===== src/rtl/sad_pkg.sv =====
// sad_pipe shared helpers: width/depth derivation for the SAD adder tree.
package sad_pkg;

    localparam int PIX_W_DEF = 8;
    localparam int WIN_DEF   = 3;

    function automatic int clog2(input int n);
        int r;
        r = 0;
        for (int v = 1; v < n; v = v * 2) begin
            r++;
        end
        return r;
    endfunction

    function automatic int levels(input int n);
        return clog2(n);
    endfunction

    function automatic int sum_w(input int pix_w, input int n);
        return pix_w + clog2(n);
    endfunction

    // Element count entering tree level k (odd tails carried forward).
    function automatic int lvl_cnt(input int n, input int k);
        return (n + (1 << k) - 1) >> k;
    endfunction

    typedef logic [PIX_W_DEF-1:0] pix_t;
    typedef logic [PIX_W_DEF+clog2(WIN_DEF*WIN_DEF)-1:0] sum_t;

endpackage


===== src/rtl/sad_pipe_if.sv =====
// sad_pipe streaming bus: window-pair input and SAD result output.
interface sad_pipe_if #(
    parameter int N     = 9,
    parameter int PIX_W = 8,
    parameter int TAG_W = 6,
    parameter int OUT_W = 12
);
    logic                 in_valid;
    logic                 in_ready;
    logic [N*PIX_W-1:0]   win_a;
    logic [N*PIX_W-1:0]   win_b;
    logic [TAG_W-1:0]     in_tag;
    logic                 out_valid;
    logic                 out_ready;
    logic [OUT_W-1:0]     out_sad;
    logic [TAG_W-1:0]     out_tag;

    modport master (
        output in_valid, win_a, win_b, in_tag, out_ready,
        input  in_ready, out_valid, out_sad, out_tag
    );

    modport slave (
        input  in_valid, win_a, win_b, in_tag, out_ready,
        output in_ready, out_valid, out_sad, out_tag
    );
endinterface


===== src/rtl/sad_tree_level.sv =====
// One registered level of the SAD adder tree; pairs summed, odd tail
// zero-extended and forwarded.
module sad_tree_level
    import sad_pkg::*;
#(
    parameter  int IN_CNT  = 2,
    parameter  int IN_W    = 8,
    parameter  int TAG_W   = 6,
    localparam int OUT_CNT = (IN_CNT + 1) / 2,
    localparam int OUT_W   = IN_W + 1
) (
    input  logic                     clk,
    input  logic                     rst,
    input  logic                     en,
    input  logic                     in_valid,
    input  logic [IN_CNT*IN_W-1:0]   in_data,
    input  logic [TAG_W-1:0]         in_tag,
    output logic                     out_valid,
    output logic [OUT_CNT*OUT_W-1:0] out_data,
    output logic [TAG_W-1:0]         out_tag
);
    logic [2*OUT_CNT*IN_W-1:0] in_pad;
    logic [OUT_CNT*OUT_W-1:0]  sum_d, sum_q;
    logic                      valid_d, valid_q;
    logic [TAG_W-1:0]          tag_d, tag_q;

    // Padding with a zero element makes the odd tail a plain pass-through.
    assign in_pad = (2*OUT_CNT*IN_W)'(in_data);

    always_comb begin
        sum_d   = sum_q;
        valid_d = valid_q;
        tag_d   = tag_q;
        if (en) begin
            valid_d = in_valid;
            tag_d   = in_tag;
            for (int i = 0; i < OUT_CNT; i++) begin
                sum_d[i*OUT_W +: OUT_W] =
                    {1'b0, in_pad[(2*i)*IN_W +: IN_W]} +
                    {1'b0, in_pad[(2*i+1)*IN_W +: IN_W]};
            end
        end
    end

    always_ff @(posedge clk or posedge rst) begin
        if (rst) begin
            sum_q   <= '0;
            valid_q <= 1'b0;
            tag_q   <= '0;
        end else begin
            sum_q   <= sum_d;
            valid_q <= valid_d;
            tag_q   <= tag_d;
        end
    end

    assign out_valid = valid_q;
    assign out_data  = sum_q;
    assign out_tag   = tag_q;
endmodule


===== src/rtl/sad_pipe.sv =====
// Pipelined streaming SAD engine: registered |a-b| stage plus adder tree.
// SAD_SAT_EN: clamp results above 2^OUT_W-1 instead of wrapping.
module sad_pipe
    import sad_pkg::*;
#(
    parameter int WIN   = 3,
    parameter int PIX_W = 8,
    parameter int TAG_W = 6,
    parameter int OUT_W = 12
) (
    input  logic      clk,
    input  logic      rst,
    sad_pipe_if.slave bus
);
    localparam int N      = WIN * WIN;
    localparam int LEVELS = levels(N);
    localparam int SUM_W  = sum_w(PIX_W, N);

    logic adv;
    logic out_vld;

    // One global enable: the whole pipe freezes while the output is blocked.
    assign adv          = ~out_vld | bus.out_ready;
    assign bus.in_ready = adv;
    assign bus.out_valid = out_vld;

    logic [N*PIX_W-1:0] diff_d, diff_q;
    logic               vld0_d, vld0_q;
    logic [TAG_W-1:0]   tag0_d, tag0_q;

    always_comb begin
        diff_d = diff_q;
        vld0_d = vld0_q;
        tag0_d = tag0_q;
        if (adv) begin
            vld0_d = bus.in_valid;
            tag0_d = bus.in_tag;
            for (int i = 0; i < N; i++) begin
                diff_d[i*PIX_W +: PIX_W] =
                    (bus.win_a[i*PIX_W +: PIX_W] > bus.win_b[i*PIX_W +: PIX_W])
                    ? bus.win_a[i*PIX_W +: PIX_W] - bus.win_b[i*PIX_W +: PIX_W]
                    : bus.win_b[i*PIX_W +: PIX_W] - bus.win_a[i*PIX_W +: PIX_W];
            end
        end
    end

    always_ff @(posedge clk or posedge rst) begin
        if (rst) begin
            diff_q <= '0;
            vld0_q <= 1'b0;
            tag0_q <= '0;
        end else begin
            diff_q <= diff_d;
            vld0_q <= vld0_d;
            tag0_q <= tag0_d;
        end
    end

    for (genvar k = 0; k < LEVELS; k++) begin : g_lvl
        localparam int IC = lvl_cnt(N, k);
        localparam int OC = lvl_cnt(N, k + 1);
        localparam int IW = PIX_W + k;

        logic [IC*IW-1:0]     d_in;
        logic                 v_in;
        logic [TAG_W-1:0]     t_in;
        logic [OC*(IW+1)-1:0] d_out;
        logic                 v_out;
        logic [TAG_W-1:0]     t_out;

        if (k == 0) begin : g_first
            assign d_in = diff_q;
            assign v_in = vld0_q;
            assign t_in = tag0_q;
        end else begin : g_next
            assign d_in = g_lvl[k-1].d_out;
            assign v_in = g_lvl[k-1].v_out;
            assign t_in = g_lvl[k-1].t_out;
        end

        sad_tree_level #(
            .IN_CNT (IC),
            .IN_W   (IW),
            .TAG_W  (TAG_W)
        ) u_lvl (
            .clk       (clk),
            .rst       (rst),
            .en        (adv),
            .in_valid  (v_in),
            .in_data   (d_in),
            .in_tag    (t_in),
            .out_valid (v_out),
            .out_data  (d_out),
            .out_tag   (t_out)
        );
    end

    logic [SUM_W-1:0] sum_fin;

    assign sum_fin     = g_lvl[LEVELS-1].d_out;
    assign out_vld     = g_lvl[LEVELS-1].v_out;
    assign bus.out_tag = g_lvl[LEVELS-1].t_out;

`ifdef SAD_SAT_EN
    if (SUM_W > OUT_W) begin : g_sat
        assign bus.out_sad = (|sum_fin[SUM_W-1:OUT_W]) ? '1
                                                       : sum_fin[OUT_W-1:0];
    end else begin : g_ext
        assign bus.out_sad = OUT_W'(sum_fin);
    end
`else
    assign bus.out_sad = OUT_W'(sum_fin);
`endif
endmodule


===== src/flat_wrapper.sv =====
// flat-port wrapper written by rule: the top's interface ports become plain ports
module sad_pipe_flat import sad_pkg::*;
#(
    parameter int WIN   = 3,
    parameter int PIX_W = 8,
    parameter int TAG_W = 6,
    parameter int OUT_W = 12
)
  (clk, rst, bus_in_valid, bus_win_a, bus_win_b, bus_in_tag, bus_out_ready, bus_in_ready, bus_out_valid, bus_out_sad, bus_out_tag);
  sad_pipe_if #(.N(9), .PIX_W(PIX_W), .TAG_W(TAG_W), .OUT_W(OUT_W)) bus_i ();
  input  logic clk;
  input  logic rst;
  input wire logic [$bits(bus_i.in_valid)-1:0] bus_in_valid;
  input wire logic [$bits(bus_i.win_a)-1:0] bus_win_a;
  input wire logic [$bits(bus_i.win_b)-1:0] bus_win_b;
  input wire logic [$bits(bus_i.in_tag)-1:0] bus_in_tag;
  input wire logic [$bits(bus_i.out_ready)-1:0] bus_out_ready;
  output wire logic [$bits(bus_i.in_ready)-1:0] bus_in_ready;
  output wire logic [$bits(bus_i.out_valid)-1:0] bus_out_valid;
  output wire logic [$bits(bus_i.out_sad)-1:0] bus_out_sad;
  output wire logic [$bits(bus_i.out_tag)-1:0] bus_out_tag;
  assign bus_i.in_valid = bus_in_valid;
  assign bus_i.win_a = bus_win_a;
  assign bus_i.win_b = bus_win_b;
  assign bus_i.in_tag = bus_in_tag;
  assign bus_i.out_ready = bus_out_ready;
  assign bus_in_ready = bus_i.in_ready;
  assign bus_out_valid = bus_i.out_valid;
  assign bus_out_sad = bus_i.out_sad;
  assign bus_out_tag = bus_i.out_tag;
  sad_pipe #(.WIN(WIN), .PIX_W(PIX_W), .TAG_W(TAG_W), .OUT_W(OUT_W)) u_core (.clk(clk), .rst(rst), .bus(bus_i));
endmodule

===== config.mk =====
export PLATFORM = sky130hd
export DESIGN_NAME = sad_pipe_flat
export DESIGN_NICKNAME = d
export VERILOG_FILES = /design/src/rtl/sad_pkg.sv /design/src/rtl/sad_pipe_if.sv /design/src/rtl/sad_tree_level.sv /design/src/rtl/sad_pipe.sv /design/src/flat_wrapper.sv
export SDC_FILE = /design/constraint.sdc
export NUM_CORES = 1
export LEC_CHECK = 0
export CORE_MARGIN = 2
export CORE_UTILIZATION = 40
export DETAILED_ROUTE_END_ITERATION = 16
export SYNTH_ARGS = -nofsm -noshare
export SYNTH_HDL_FRONTEND = slang
export SYNTH_SLANG_ARGS = --single-unit
export TNS_END_PERCENT = 5

===== constraint.sdc =====
create_clock -name clk -period 8.18 [get_ports clk]
set_input_delay 1.636 -clock clk [delete_from_list [all_inputs] [get_ports clk]]
set_output_delay 1.636 -clock clk [all_outputs]
set_load 0.05 [all_outputs]

==> impl_results.md <==
* Outcome: finished, final reports clean
* Clock buffer depth at 3
* Global Route Usage Sum at 18.0%
* CTS buffer count at 25
* Starting density of the core at 40.4%
* Critical path arrival at 3.55 ns
* Synth Area per Inst at 8.19 sq um
* Crit path kind: in2out
* Internal at 0.00367 W
* Synth area leaders: dfrtp_1 30%, ha_1 15%, nand2_1 6.3%, a21oi_1 6.2%, inv_1 4.8%
* CTS tree: done
* PortBufs at 173
* Switching Power at 0.00272 W
* I/O Pins at 174
* Final hold vios at 0
* Static Leak at 9.55 nW
* Crit path required time at 6.54 ns
* Share of cells above drive strength 1 at 5.41%
* Peak Freq at 193 MHz
* Synth top area share at 30.4%
* Commonest cells post-synth: 290 x nand2_1, 220 x inv_1, 216 x a21oi_1
* Filler instances at 4,247
* GR Util met3 at 1.51%
* Sequential cell area at 5260 sq um
* GP Congestion at 0.858
* Actual slew at the worst max-slew pin at 1.00 ns
* CP Max Fanout at 96
* First-pass GRT wire length at 69,200 microns
* Gate Count Post-Synth at 2,112
* GRT Max-Usage Layer: met2
* Hpwl dp at 30,400 microns
* Die area at 44,900 sq um
* DR pass1 iterations at 5
* EDFF count, synth at 0
* Vias at 14,961
* Vias in the first global route at 14,690
* CP endpoint kind: output port
* ANT nets after route at 0
* CTS Root Cell: clkbuf_16
* Post-route DRC violation count at 0
* Layout Nets at 2,620
* Pre-CTS setup slack at 3.00 ns
* Finished Layout Cells at 2,839
* Antenna violations before repair at 0
* # diodes at 0
* Met2 GRT Util at 30.3%
* RSZ-0062 raised after global routing: no
* Routed len/inst at 14.3 microns
* Multi-input logic area at 10,900 sq um
* Net Sw Frac at 42.6%
* Register area share after synthesis at 30.4%
* Rows at 76
* Area growth, synth to finish at 17.3%
* Sink Count at 210
* Fin Setup TNS at 0 ns
* Yosys cell types at 69
* Clock latency on the worst-skew pair at 0.52 ns
* Max Slew Vio Count at 0
* Post-Syn Nets at 2,495
* Tcrit/Tclk final at 63.4%
* Via density at 5.27
* Resize count post-CTS at 0
* Max Cap Viol at 0
* CTS clk-pin slew, worst paths at 0.06 ns
* Synth warn at 0
* Hold buffer count at cts at 0
* Worst Setup Start Kind: primary input
* Count leader, synth: nand2_1
* Core Footprint at 42,900 sq um
* Mapped Area at 17,300 sq um
* Top FF cell, synth: dfrtp_1
* Combinational Power Share at 53.5%
* Initial DRC Count at 948
* Flop pwr share at 29.5%
* Setup-failing EPs final at 0
* H-tree Lvls at 1
* Tmin final at 5.19 ns
* Setup WS post-layout at 2.99 ns
* Routed wire length at 40,700 microns
* Overflow after GRT at 0
* Slew headroom at 33.2%
* Post-CTS Setup Inserts at 0
* Pwr/cell area at 315 nW/um^2
* GRT met1 Usage at 25.6%
* Post-synth ARST share at 100%
* Register bit total from synthesis at 210
* Inst Count DP at 2,795
* Die X at 212 microns
* Top cell type by total area after synthesis: dfrtp_1
* Clk network pwr share at 17.1%
* Hold Path Class: reg2reg
* Pin count of the biggest net entering global routing at 212
* Clk_skew at 0.00720 ns
* VDD IR-drop max at 175 uV
* Die span in y at 212 microns
## stage by stage
step | util [%] | power (W) | cell area (sq um) | hold WS [ns]
4_1_cts | 47.3 | 0.00645 | 20300 | 0.468
3_5_place_dp | 45.4 | 0.00532 | 19500 | 0.455
3_3_place_gp | 45.4 | 0.00523 | 19500 | 0.450
5_1_grt | 47.3 | 0.00700 | 20300 | 0.482
6_report | 47.3 | 0.00639 | 20300 | 0.463
2_1_floorplan | - | 0.00446 | 17300 | 0.430
## final timing paths
check / slack [ns] / from / to / cells past startpoint
setup / recovery: 2.99 / bus_out_ready / bus_in_ready / 4
hold / removal: 0.46 / u_core.g_lvl[3].u_lvl.out_data[1]$_DFFE_PP0P_ / u_core.g_lvl[3].u_lvl.out_data[1]$_DFFE_PP0P_ / 2
setup reg to reg: 5.00 / u_core.g_lvl[3].u_lvl.out_valid$_DFFE_PP0P_ / u_core.diff_q[21]$_DFFE_PP0P_ / 8
hold reg to reg: 0.46 / u_core.g_lvl[3].u_lvl.out_data[1]$_DFFE_PP0P_ / u_core.g_lvl[3].u_lvl.out_data[1]$_DFFE_PP0P_ / 2
max in group asynchronous: 5.28 / rst / u_core.g_lvl[0].u_lvl.out_data[43]$_DFFE_PP0P_ / 3
min in group asynchronous: 1.66 / rst / u_core.diff_q[10]$_DFFE_PP0P_ / 2
## layer usage
metal	share of wire [%]	up-vias	routed length, microns
li1	-	7608	-
met1	49	7086	19800
met2	47	227	19200
met3	2.8	40	1150
met4	1.3	0	517
met5	0	-	0
## power by group through the flow
| stage | sequential [W] | clock, W | combinational [W] |
|---|---|---|---|
| 2_1_floorplan | 0.00193 | 0 | 0.00253 |
| 3_3_place_gp | 0.00190 | 0 | 0.00333 |
| 3_5_place_dp | 0.00190 | 0 | 0.00342 |
| 4_1_cts | 0.00189 | 0.00112 | 0.00344 |
| 5_1_grt | 0.00195 | 0.00117 | 0.00388 |
| 6_report | 0.00188 | 0.00109 | 0.00341 |
## final cells by class
type / instances / area share, %
timing repair buffer: 179 / 8.81
clock buffer: 34 / 3.54
tap: 585 / 3.61
multi-input combinational: 1600 / 53.5
inverter: 221 / 4.16
sequential: 210 / 25.9
clock inverter: 10 / 0.456
## layout by cell type, fill, tap and decap left out, types with 18 or more instances in the layout
master / count
or3_1: 29
nand3_1: 56
nand2_1: 290
nand4_1: 23
clkbuf_16: 25
o211ai_1: 33
dfrtp_1: 210
a31oi_1: 18
nor2_1: 152
nor2b_1: 33
o21ai_0: 94
fa_1: 26
and2_1: 19
clkdlybuf4s50_1: 173
xnor2_1: 22
or4_1: 19
a21oi_1: 216
a21o_1: 47
nor4_1: 25
inv_1: 219
nor3_1: 43
ha_1: 203
## cells by family after synthesis
| kind of cell | count (synthesis) | synth area share (%) |
|---|---|---|
| DFF | 210 | 30.4 |
| muxes | 9 | 0.694 |
| AOI/OAI and AO/OA | 538 | 19.6 |
| and+or+nand+nor | 788 | 23.0 |
| adders and majority gates | 229 | 17.7 |
| xor gates and xnor gates | 36 | 1.82 |
| buffers and inverters | 302 | 6.85 |
## flip-flops by register name (all words and copies together), names as in the netlist
| register | cells |
|---|---|
| u_core.g_lvl.u_lvl.out_data | 103 |
| u_core.diff_q | 72 |
| u_core.g_lvl.v_in | 1 |
| u_core.g_lvl.t_in | 6 |
| u_core.g_lvl.u_lvl.out_tag | 24 |
| u_core.g_lvl.u_lvl.out_valid | 4 |
## worst max-delay path, cell delays in order
cell	delay [ns]
clkdlybuf4s50_1	0.50
nor2b_4	0.07
inv_8	0.32
clkdlybuf4s50_1	0.91
(Power assumes the default switching activity.)
